$ cat src/rtl/simple_out_uart.sv
// Captures 16-bit OUT words into a small FIFO and serialises each as two 8N1 UART bytes,
// high byte first.
module simple_out_uart #(
  parameter int unsigned CLK_DIV    = 434,
  parameter int unsigned DEPTH_LOG2 = 3
) (
  input  logic                  clk,
  input  logic                  rst,
  input  logic                  out_valid,
  input  logic [15:0]           out_data,
  output logic                  tx,
  output logic                  busy,
  output logic                  full,
  output logic [DEPTH_LOG2:0]   level,
  output logic                  overflow
);

  localparam int unsigned Depth = 1 << DEPTH_LOG2;
  localparam int unsigned CntW  = (CLK_DIV > 1) ? $clog2(CLK_DIV) : 1;
  localparam logic [DEPTH_LOG2:0] DepthCnt = (DEPTH_LOG2 + 1)'(Depth);
  localparam logic [CntW-1:0]     BaudLast = CntW'(CLK_DIV - 1);

  typedef enum logic [1:0] {StIdle, StStart, StData, StStop} state_e;

  // FIFO storage and bookkeeping
  logic [15:0]           mem_q [Depth];
  logic [DEPTH_LOG2-1:0] wr_ptr_q, rd_ptr_q;
  logic [DEPTH_LOG2:0]   count_q, count_d;
  logic                  full_q, overflow_q;
  logic                  push, pop;

  // Transmitter state
  state_e          state_q, state_d;
  logic [CntW-1:0] baud_q, baud_d;
  logic [2:0]      bit_idx_q, bit_idx_d;
  logic            byte_hi_q, byte_hi_d;
  logic [15:0]     word_q, word_d;
  logic            tx_q, tx_d;
  logic            busy_q, busy_d;
  logic            baud_done;
  logic [7:0]      cur_byte;

  // full_q is the pre-edge value, so a write while full is dropped even if a pop coincides.
  assign push = out_valid & ~full_q;
  assign pop  = (state_q == StIdle) & (count_q != '0);

  always_comb begin
    count_d = count_q;
    case ({push, pop})
      2'b10:   count_d = count_q + 1'b1;
      2'b01:   count_d = count_q - 1'b1;
      default: count_d = count_q;
    endcase
  end

  always_ff @(posedge clk) begin
    if (push) begin
      mem_q[wr_ptr_q] <= out_data;
    end
  end

  always_ff @(posedge clk or posedge rst) begin
    if (rst) begin
      wr_ptr_q   <= '0;
      rd_ptr_q   <= '0;
      count_q    <= '0;
      full_q     <= 1'b0;
      overflow_q <= 1'b0;
    end else begin
      if (push) wr_ptr_q <= wr_ptr_q + 1'b1;
      if (pop)  rd_ptr_q <= rd_ptr_q + 1'b1;
      count_q    <= count_d;
      full_q     <= (count_d == DepthCnt);
      overflow_q <= overflow_q | (out_valid & full_q);
    end
  end

  assign baud_done = (baud_q == BaudLast);
  assign cur_byte  = byte_hi_q ? word_q[15:8] : word_q[7:0];

  always_comb begin
    state_d   = state_q;
    baud_d    = baud_q + 1'b1;
    bit_idx_d = bit_idx_q;
    byte_hi_d = byte_hi_q;
    word_d    = word_q;
    tx_d      = tx_q;
    busy_d    = busy_q;
    case (state_q)
      StIdle: begin
        baud_d = '0;
        tx_d   = 1'b1;
        busy_d = 1'b0;
        if (count_q != '0) begin
          word_d    = mem_q[rd_ptr_q];
          byte_hi_d = 1'b1;
          tx_d      = 1'b0;
          busy_d    = 1'b1;
          state_d   = StStart;
        end
      end
      StStart: begin
        if (baud_done) begin
          baud_d    = '0;
          bit_idx_d = 3'd0;
          tx_d      = cur_byte[0];
          state_d   = StData;
        end
      end
      StData: begin
        if (baud_done) begin
          baud_d = '0;
          if (bit_idx_q == 3'd7) begin
            tx_d    = 1'b1;
            state_d = StStop;
          end else begin
            bit_idx_d = bit_idx_q + 3'd1;
            tx_d      = cur_byte[bit_idx_d];
          end
        end
      end
      StStop: begin
        if (baud_done) begin
          baud_d = '0;
          if (byte_hi_q) begin
            // Low byte follows immediately with no idle gap.
            byte_hi_d = 1'b0;
            tx_d      = 1'b0;
            state_d   = StStart;
          end else begin
            busy_d  = 1'b0;
            state_d = StIdle;
          end
        end
      end
      default: begin
        baud_d  = '0;
        tx_d    = 1'b1;
        busy_d  = 1'b0;
        state_d = StIdle;
      end
    endcase
  end

  always_ff @(posedge clk or posedge rst) begin
    if (rst) begin
      state_q   <= StIdle;
      baud_q    <= '0;
      bit_idx_q <= 3'd0;
      byte_hi_q <= 1'b0;
      word_q    <= 16'h0000;
      tx_q      <= 1'b1;
      busy_q    <= 1'b0;
    end else begin
      state_q   <= state_d;
      baud_q    <= baud_d;
      bit_idx_q <= bit_idx_d;
      byte_hi_q <= byte_hi_d;
      word_q    <= word_d;
      tx_q      <= tx_d;
      busy_q    <= busy_d;
    end
  end

  assign tx       = tx_q;
  assign busy     = busy_q;
  assign full     = full_q;
  assign level    = count_q;
  assign overflow = overflow_q;

endmodule

$ cat config.mk
export PLATFORM = sky130hd
export DESIGN_NAME = simple_out_uart
export DESIGN_NICKNAME = d
export VERILOG_FILES = /design/src/rtl/simple_out_uart.sv
export SDC_FILE = /design/constraint.sdc
export NUM_CORES = 1
export LEC_CHECK = 0
export ABC_AREA = 1
export BUFFER_PORTS_ARGS = -buffer_cell sky130_fd_sc_hd__clkbuf_2
export CELL_PAD_IN_SITES_DETAIL_PLACEMENT = 2
export CELL_PAD_IN_SITES_GLOBAL_PLACEMENT = 2
export CORE_MARGIN = 5
export CORE_UTILIZATION = 30
export DETAILED_ROUTE_END_ITERATION = 12
export PLACE_DENSITY = 0.56
export SLEW_MARGIN = 20
export SYNTH_ARGS = -nofsm -noshare
export SYNTH_HDL_FRONTEND = slang
export SYNTH_SLANG_ARGS = --single-unit
$ cat constraint.sdc
create_clock -name clk -period 2.5 [get_ports clk]
set_input_delay 0.5 -clock clk [delete_from_list [all_inputs] [get_ports clk]]
set_output_delay 0.5 -clock clk [all_outputs]
set_load 0.02 [all_outputs]
=== Word level (Yosys, flattened, before mapping) ===
Memory sizes are Yosys's and may differ from the RTL's. A register that Yosys moved wholly into a read port is not among the register bits.
Index checks and enable logic that the tools add are counted.

* Input bits: 19
* Latch bits: 0
* Bits in registers: 29
* Memories: 1
* Output and inout bits: 8
* Memory bits (writable): 128
* Bits in read-only memories: 0

{| class="wikitable"
|+ Memory list
! name !! words !! width !! rd ports !! clocked after memory_dff !! write ports !! RTL line !! text
|-
| mem_q || 8 || 16 || 1 || 1 || 1 || 26 || <nowiki>logic [15:0] mem_q [Depth];</nowiki>
|}

* Multiply operators: 0
* Reductions and logical operators: 11
* Bitwise operators: 5
* Shifts and indexed selects: 0
* Equal/unequal tests: 16
* Muxes and demuxes: 33
* Add/sub/neg operators: 6
* $lt $le $gt $ge: 1
* Divide/modulo/power cells: 0

{| class="wikitable"
|+ Operators with widths
! cell !! number
|-
| 9-bit one-hot mux with 2 select lines || 1
|-
| 1-bit 2-to-1 mux || 15
|-
| 2-bit inequality test, second input constant || 7
|-
| 2-bit 2-to-1 mux || 5
|-
| 3-bit by 1-bit adder with 3-bit output, second input constant || 3
|-
| 9-bit by 1-bit adder with 9-bit output, second input constant || 1
|-
| 9-bit == test, second input constant || 1
|-
| 3-bit 2-to-1 mux || 3
|-
| 9-bit 2-to-1 mux || 1
|-
| 8-bit 2-to-1 mux || 1
|-
| 2-bit one-hot mux with 4 select lines || 1
|-
| 4-bit one-hot mux with 2 select lines || 1
|-
| 4-bit AND reduction || 2
|-
| 2-bit == test, second input constant || 3
|-
| 3-bit one-hot mux with 2 select lines || 1
|-
| 3-bit AND reduction || 2
|-
| 5-bit AND reduction || 1
|-
| 4-bit by 1-bit adder with 4-bit output, second input constant || 1
|-
| 2-bit by 1-bit == test with 1-bit output, second input constant || 2
|-
| 4-bit == test, second input constant || 1
|-
| 3-bit by 4-bit less-than comparator with 1-bit output, second input constant || 1
|-
| 1-bit one-hot mux with 2 select lines || 2
|-
| 1-bit one-hot mux with 4 select lines || 1
|-
| 2-bit nonzero test || 2
|-
| other kinds (11) || 13
|}

=== Depth between registers and ports, before layout ===
* Depth in word-level cells: 6
* Mapped depth: 13
* Mapped depth without buffers: 12

=== Worst setup path before layout ===
Ideal clock, no wire load.

* Path kind: reg-to-reg
* Start: reg state_q[0]
* End: reg full_q, in the netlist full
* Path slack: 0.439 ns
* Period minus slack after synthesis: 2.061 ns
* Arrival: 1.988 ns
* Cell stages (with the launch flop): 13
* Setup time: 0.073 ns
* Cells stage by stage: dfrtp_1 inv_1 ha_1 buf_2 nand2_1 inv_2 buf_2 ha_1 inv_2 o21ai_0 nor2_1 o211ai_2 a21oi_2

* Word-level cells in the longest chain between the ends: 5
* Elaborated cells on any way between the ends: 6

{| class="wikitable"
|+ RTL lines
! item !! RTL line !! text
|-
| start: declaration || 33 || <nowiki>state_e state_q, state_d;</nowiki>
|-
| start signal: assignment || 147 || <nowiki>state_q <= StIdle;</nowiki>
|-
| start signal: assignment || 155 || <nowiki>state_q <= state_d;</nowiki>
|-
| 2-bit logical NOT (*) || 45 || <nowiki>assign pop = (state_q == StIdle) & (count_q != '0);</nowiki>
|-
| 1-bit bitwise AND (*) || 45 ||
|-
| 2-bit by 1-bit == test with 1-bit output or 2-bit == test (tied branches) || 49 || <nowiki>case ({push, pop})</nowiki>
|-
| 4-bit one-hot mux with 2 select lines (*) || 49 ||
|-
| named net count_d[1] || 28 || <nowiki>logic [DEPTH_LOG2:0] count_q, count_d;</nowiki>
|-
| 4-bit == test (*) || 73 || <nowiki>full_q <= (count_d == DepthCnt);</nowiki>
|-
| end signal: assignment || 73 ||
|-
| end: declaration || 29 || <nowiki>logic full_q, overflow_q;</nowiki>
|}

The timed path passes the listed nets; every way through them passes the cells marked *.
A chain may end at the register's enable or synchronous reset.

=== Worst setup path in the final report ===
Ends and elaborated chain as after synthesis.

==> results.rst <==
.. list-table::
   :header-rows: 1

   * - Metric
     - Value
   * - Run status
     - completed
   * - Critical path cell sequence
     - inv_1 > ha_1 > nand4_1 > nand2_1 > inv_1 > ha_1 > nand2_1 > o21ai_0 > nor2_1 > o211ai_2 > a21oi_2
   * - Effective utilization at floorplan
     - 30.58%
   * - Number of detailed-routing iterations run before antenna repair
     - 4
   * - Area growth, synth to finish
     - 15.87%
   * - Power per cell area
     - 860.9 nW/µm²
   * - Overall global routing resource usage
     - 14.99%
   * - Count of buffer and inverter cells on the critical path
     - 2
   * - Main area contributors after synthesis
     - sky130_fd_sc_hd__edfxtp_1 53%, sky130_fd_sc_hd__dfrtp_1 15%, sky130_fd_sc_hd__nor2_1 4.4%, sky130_fd_sc_hd__nand2_1 4.0%, sky130_fd_sc_hd__o21ai_1 3.3%
   * - Largest net degree at the start of global routing
     - 66
   * - Placed wire-length estimate after detailed placement
     - 12.36 mm
   * - DP Worst Slack
     - 0.2983 ns
   * - Number of port buffers
     - 26
   * - First-pass GRT wire length
     - 30.54 mm
   * - Cts hold-fix bufs
     - 0
   * - PnR worst setup slack
     - 0.3120 ns
   * - RSZ-0062 raised after global routing
     - false
   * - Number of antenna violations at the first check in global routing
     - 0
   * - Worst endpoint data arrival time
     - 2.54 ns
   * - Number of setup buffers added after CTS
     - 0
   * - Main flop type after synthesis
     - sky130_fd_sc_hd__edfxtp_1
   * - Destination of the worst register-to-register timing path
     - full$_DFF_PP0_
   * - Area of the die
     - 27280 µm²
   * - Sum of overflow across all layers after global routing
     - 0
   * - Final weighted congestion of routability-driven global placement
     - 0.7433
   * - Smallest hold slack
     - 0.1779 ns
   * - Floorplan core area
     - 23610 µm²
   * - Post-synth EDFFs
     - 128
   * - Largest vdd supply drop
     - 0.0004029 V
   * - Required time reported for the critical path endpoint
     - 2.85 ns
   * - Maximum clock path buffer count
     - 2
   * - Number of design-rule violations left by the first detailed-router iteration
     - 295
   * - Vias in the first global route
     - 5236
   * - Largest fanout of any net on the critical path
     - 8
   * - Synthesized area per cell
     - 11.78 µm²
   * - Classification of the worst-slack hold path
     - in -> async
   * - Fmax
     - 0.4570 GHz
   * - Register area share after synthesis
     - 68.83%
   * - Top-Level Pins
     - 27
   * - Critical path start-end classification
     - reg -> reg
   * - Seq cells post-synth
     - 173
   * - Ranking of synthesized cells by instance count
     - 128 x sky130_fd_sc_hd__edfxtp_1, 85 x sky130_fd_sc_hd__nor2_1, 76 x sky130_fd_sc_hd__nand2_1
   * - Sink Count
     - 173
   * - Post-route clock skew
     - 0.01803 ns
   * - Via count of the routed design
     - 4737
   * - Remaining routing DRC violations
     - 0
   * - Count of final hold-check violations
     - 0
   * - # setup viols final
     - 0
   * - Worst path top cell family by delay
     - adder cells
   * - Cell with the most instances after synthesis
     - sky130_fd_sc_hd__edfxtp_1
   * - Resize count post-CTS
     - 0
   * - Post-route clock period utilization
     - 87.52%
   * - Layout cells sized above 1
     - 15.50%
   * - Slowest stage cell on the critical path
     - sky130_fd_sc_hd__dfrtp_1
   * - Routed len/inst
     - 19.64 µm
   * - Count of antenna diodes in the layout
     - 0
   * - Launching element type of the critical path
     - flip-flop
   * - Distinct cell type count after synthesis
     - 36
   * - Count of cell instances traversed by the critical path
     - 11
   * - Crit path largest cell delay
     - 0.42 ns
   * - Count of fill cells added during filler insertion
     - 2491
   * - Mapped Nets
     - 645
   * - Final cell utilization of the core
     - 35.44%
   * - Reg-to-reg slack, setup
     - 0.31 ns
   * - Die Width
     - 165.2 µm
   * - Number of nets in the layout
     - 678
   * - Vias per inst
     - 4.849
   * - Clock slew at the register clock pins of the worst setup and hold paths
     - 0.07 ns
   * - Relative slew margins
     - 51.74%
   * - Share of the synthesized area in the top cell type
     - 53.22%
   * - Leakage Power
     - 3.065 nW
   * - Worst-margin pin slew
     - 0.7228 ns
   * - Antenna-violating nets left
     - 0
   * - Reg-to-reg critical path startpoint
     - state_q[0]$_DFFE_PP0P_
   * - Post-synth design cell area
     - 7222 µm²
   * - Vertical die dimension
     - 165.2 µm
   * - Synth Warn #
     - 0
   * - Std cell rows
     - 56
   * - Synth Instances
     - 613
   * - Crit path capture type
     - flip-flop
   * - Clock root buffer master
     - sky130_fd_sc_hd__clkbuf_16
   * - Reg2Reg Depth
     - 11
   * - Cts bufs inserted
     - 17
   * - Maximum level of the CTS H-tree
     - 4
   * - TritonCTS clock tree
     - yes
   * - Max Cap Viol
     - 0
   * - Clock latency of the later-clocked register in the worst-skew pair
     - 0.42 ns
   * - Overall routed net length
     - 19.19 mm
   * - Setup_tns
     - 0 ns
   * - Fraction of registers with async set or reset after synthesis
     - 26.01%
   * - Clock period minus worst slack
     - 2.188 ns
   * - Max Transition Viols Final
     - 0
   * - Yosys top cell by area
     - sky130_fd_sc_hd__edfxtp_1
## kinds of logic after synthesis
| family | after synthesis | share of synthesized area (%) |
|---|---|---|
| simple gates | 192 | 11.11 |
| flops | 173 | 68.83 |
| compound gates | 154 | 12.73 |
| buf+inv | 73 | 4.106 |
| fa+ha+maj | 13 | 2.252 |
| xor+xnor | 8 | 0.9702 |
## layout by cell type (no fill, tap or decap), types with 2 or more instances in the layout
| cell | n |
|---|---|
| sky130_fd_sc_hd__nor2_2 | 10 |
| sky130_fd_sc_hd__ha_1 | 13 |
| sky130_fd_sc_hd__buf_4 | 16 |
| sky130_fd_sc_hd__o211ai_1 | 20 |
| sky130_fd_sc_hd__or2_1 | 2 |
| sky130_fd_sc_hd__clkinv_1 | 2 |
| sky130_fd_sc_hd__nand4_1 | 2 |
| sky130_fd_sc_hd__o221ai_1 | 16 |
| sky130_fd_sc_hd__clkbuf_2 | 26 |
| sky130_fd_sc_hd__a21oi_1 | 10 |
| sky130_fd_sc_hd__clkinv_4 | 3 |
| sky130_fd_sc_hd__nand3_1 | 11 |
| sky130_fd_sc_hd__clkbuf_16 | 17 |
| sky130_fd_sc_hd__xor2_1 | 6 |
| sky130_fd_sc_hd__inv_2 | 9 |
| sky130_fd_sc_hd__inv_8 | 4 |
| sky130_fd_sc_hd__clkinvlp_4 | 2 |
| sky130_fd_sc_hd__o21ai_1 | 48 |
| sky130_fd_sc_hd__nand2_1 | 76 |
| sky130_fd_sc_hd__nor3_1 | 5 |
| sky130_fd_sc_hd__o22ai_1 | 16 |
| sky130_fd_sc_hd__edfxtp_1 | 128 |
| sky130_fd_sc_hd__clkinv_8 | 2 |
| sky130_fd_sc_hd__o21ai_0 | 39 |
| sky130_fd_sc_hd__nand2_2 | 3 |
| sky130_fd_sc_hd__xnor2_1 | 2 |
| sky130_fd_sc_hd__dfrtp_1 | 43 |
| sky130_fd_sc_hd__nor2_1 | 77 |
| sky130_fd_sc_hd__inv_1 | 33 |
| sky130_fd_sc_hd__nand3b_1 | 2 |
## power by group
part           switching (W)  leakage (nW)  internal (W)
clock network        0.00121         0.280       0.00142
registers           0.000150          1.70       0.00348
logic               0.000683          1.08      0.000264
total                0.00204          3.07       0.00516
## final cells by class
type                       count  area, µm²  share of cell area [%]
clock buffer                  18      429.2                   5.129
inverter                      44      165.2                   1.974
clock inverter                13      157.7                   1.884
timing repair buffer          43      270.3                   3.230
sequential                   173       4972                   59.42
tap                          319      399.1                   4.770
multi-input combinational    367       1974                   23.59
## state kept, by name (all words and copies together) (netlist names)
name and count:
overflow 1, rd_ptr_q 3, busy 1, mem_q 128
full 1, baud_q 9, bit_idx_q 3, wr_ptr_q 3
level 4, byte_hi_q 1, word_q 16, state_q 2
tx 1
## metal layers
| metal | wire (µm) | track usage, % | share of wire (%) | vias up |
|---|---|---|---|---|
| li1 | - | - | - | 2241 |
| met1 | 8881 | 19.43 | 46 | 2448 |
| met2 | 9806 | 26.30 | 51 | 39 |
| met3 | 378 | 2.383 | 2.0 | 9 |
| met4 | 119 | 3.629 | 0.62 | 0 |
| met5 | 0 | 0 | 0 | - |
## how the worst max path moves through the flow
| stage | startpoint | endpoint | slack, ns |
|---|---|---|---|
| 2_1_floorplan | state_q[0]$_DFFE_PP0P_ | full$_DFF_PP0_ | 0.44 |
| 3_3_place_gp | state_q[0]$_DFFE_PP0P_ | full$_DFF_PP0_ | 0.42 |
| 3_5_place_dp | state_q[0]$_DFFE_PP0P_ | full$_DFF_PP0_ | 0.30 |
| 4_1_cts | state_q[0]$_DFFE_PP0P_ | full$_DFF_PP0_ | 0.29 |
| 5_1_grt | state_q[0]$_DFFE_PP0P_ | full$_DFF_PP0_ | 0.07 |
| 6_report | state_q[0]$_DFFE_PP0P_ | full$_DFF_PP0_ | 0.31 |
## per-stage QoR
step	std cells	cell area, µm²	total power, W
floorplan	613	7222	0.004210
global placement	946	7781	0.004616
detailed placement	946	7781	0.004671
CTS	977	8368	0.007333
global route	977	8368	0.007578
finish	977	8368	0.007204
(Power assumes the default switching activity.)
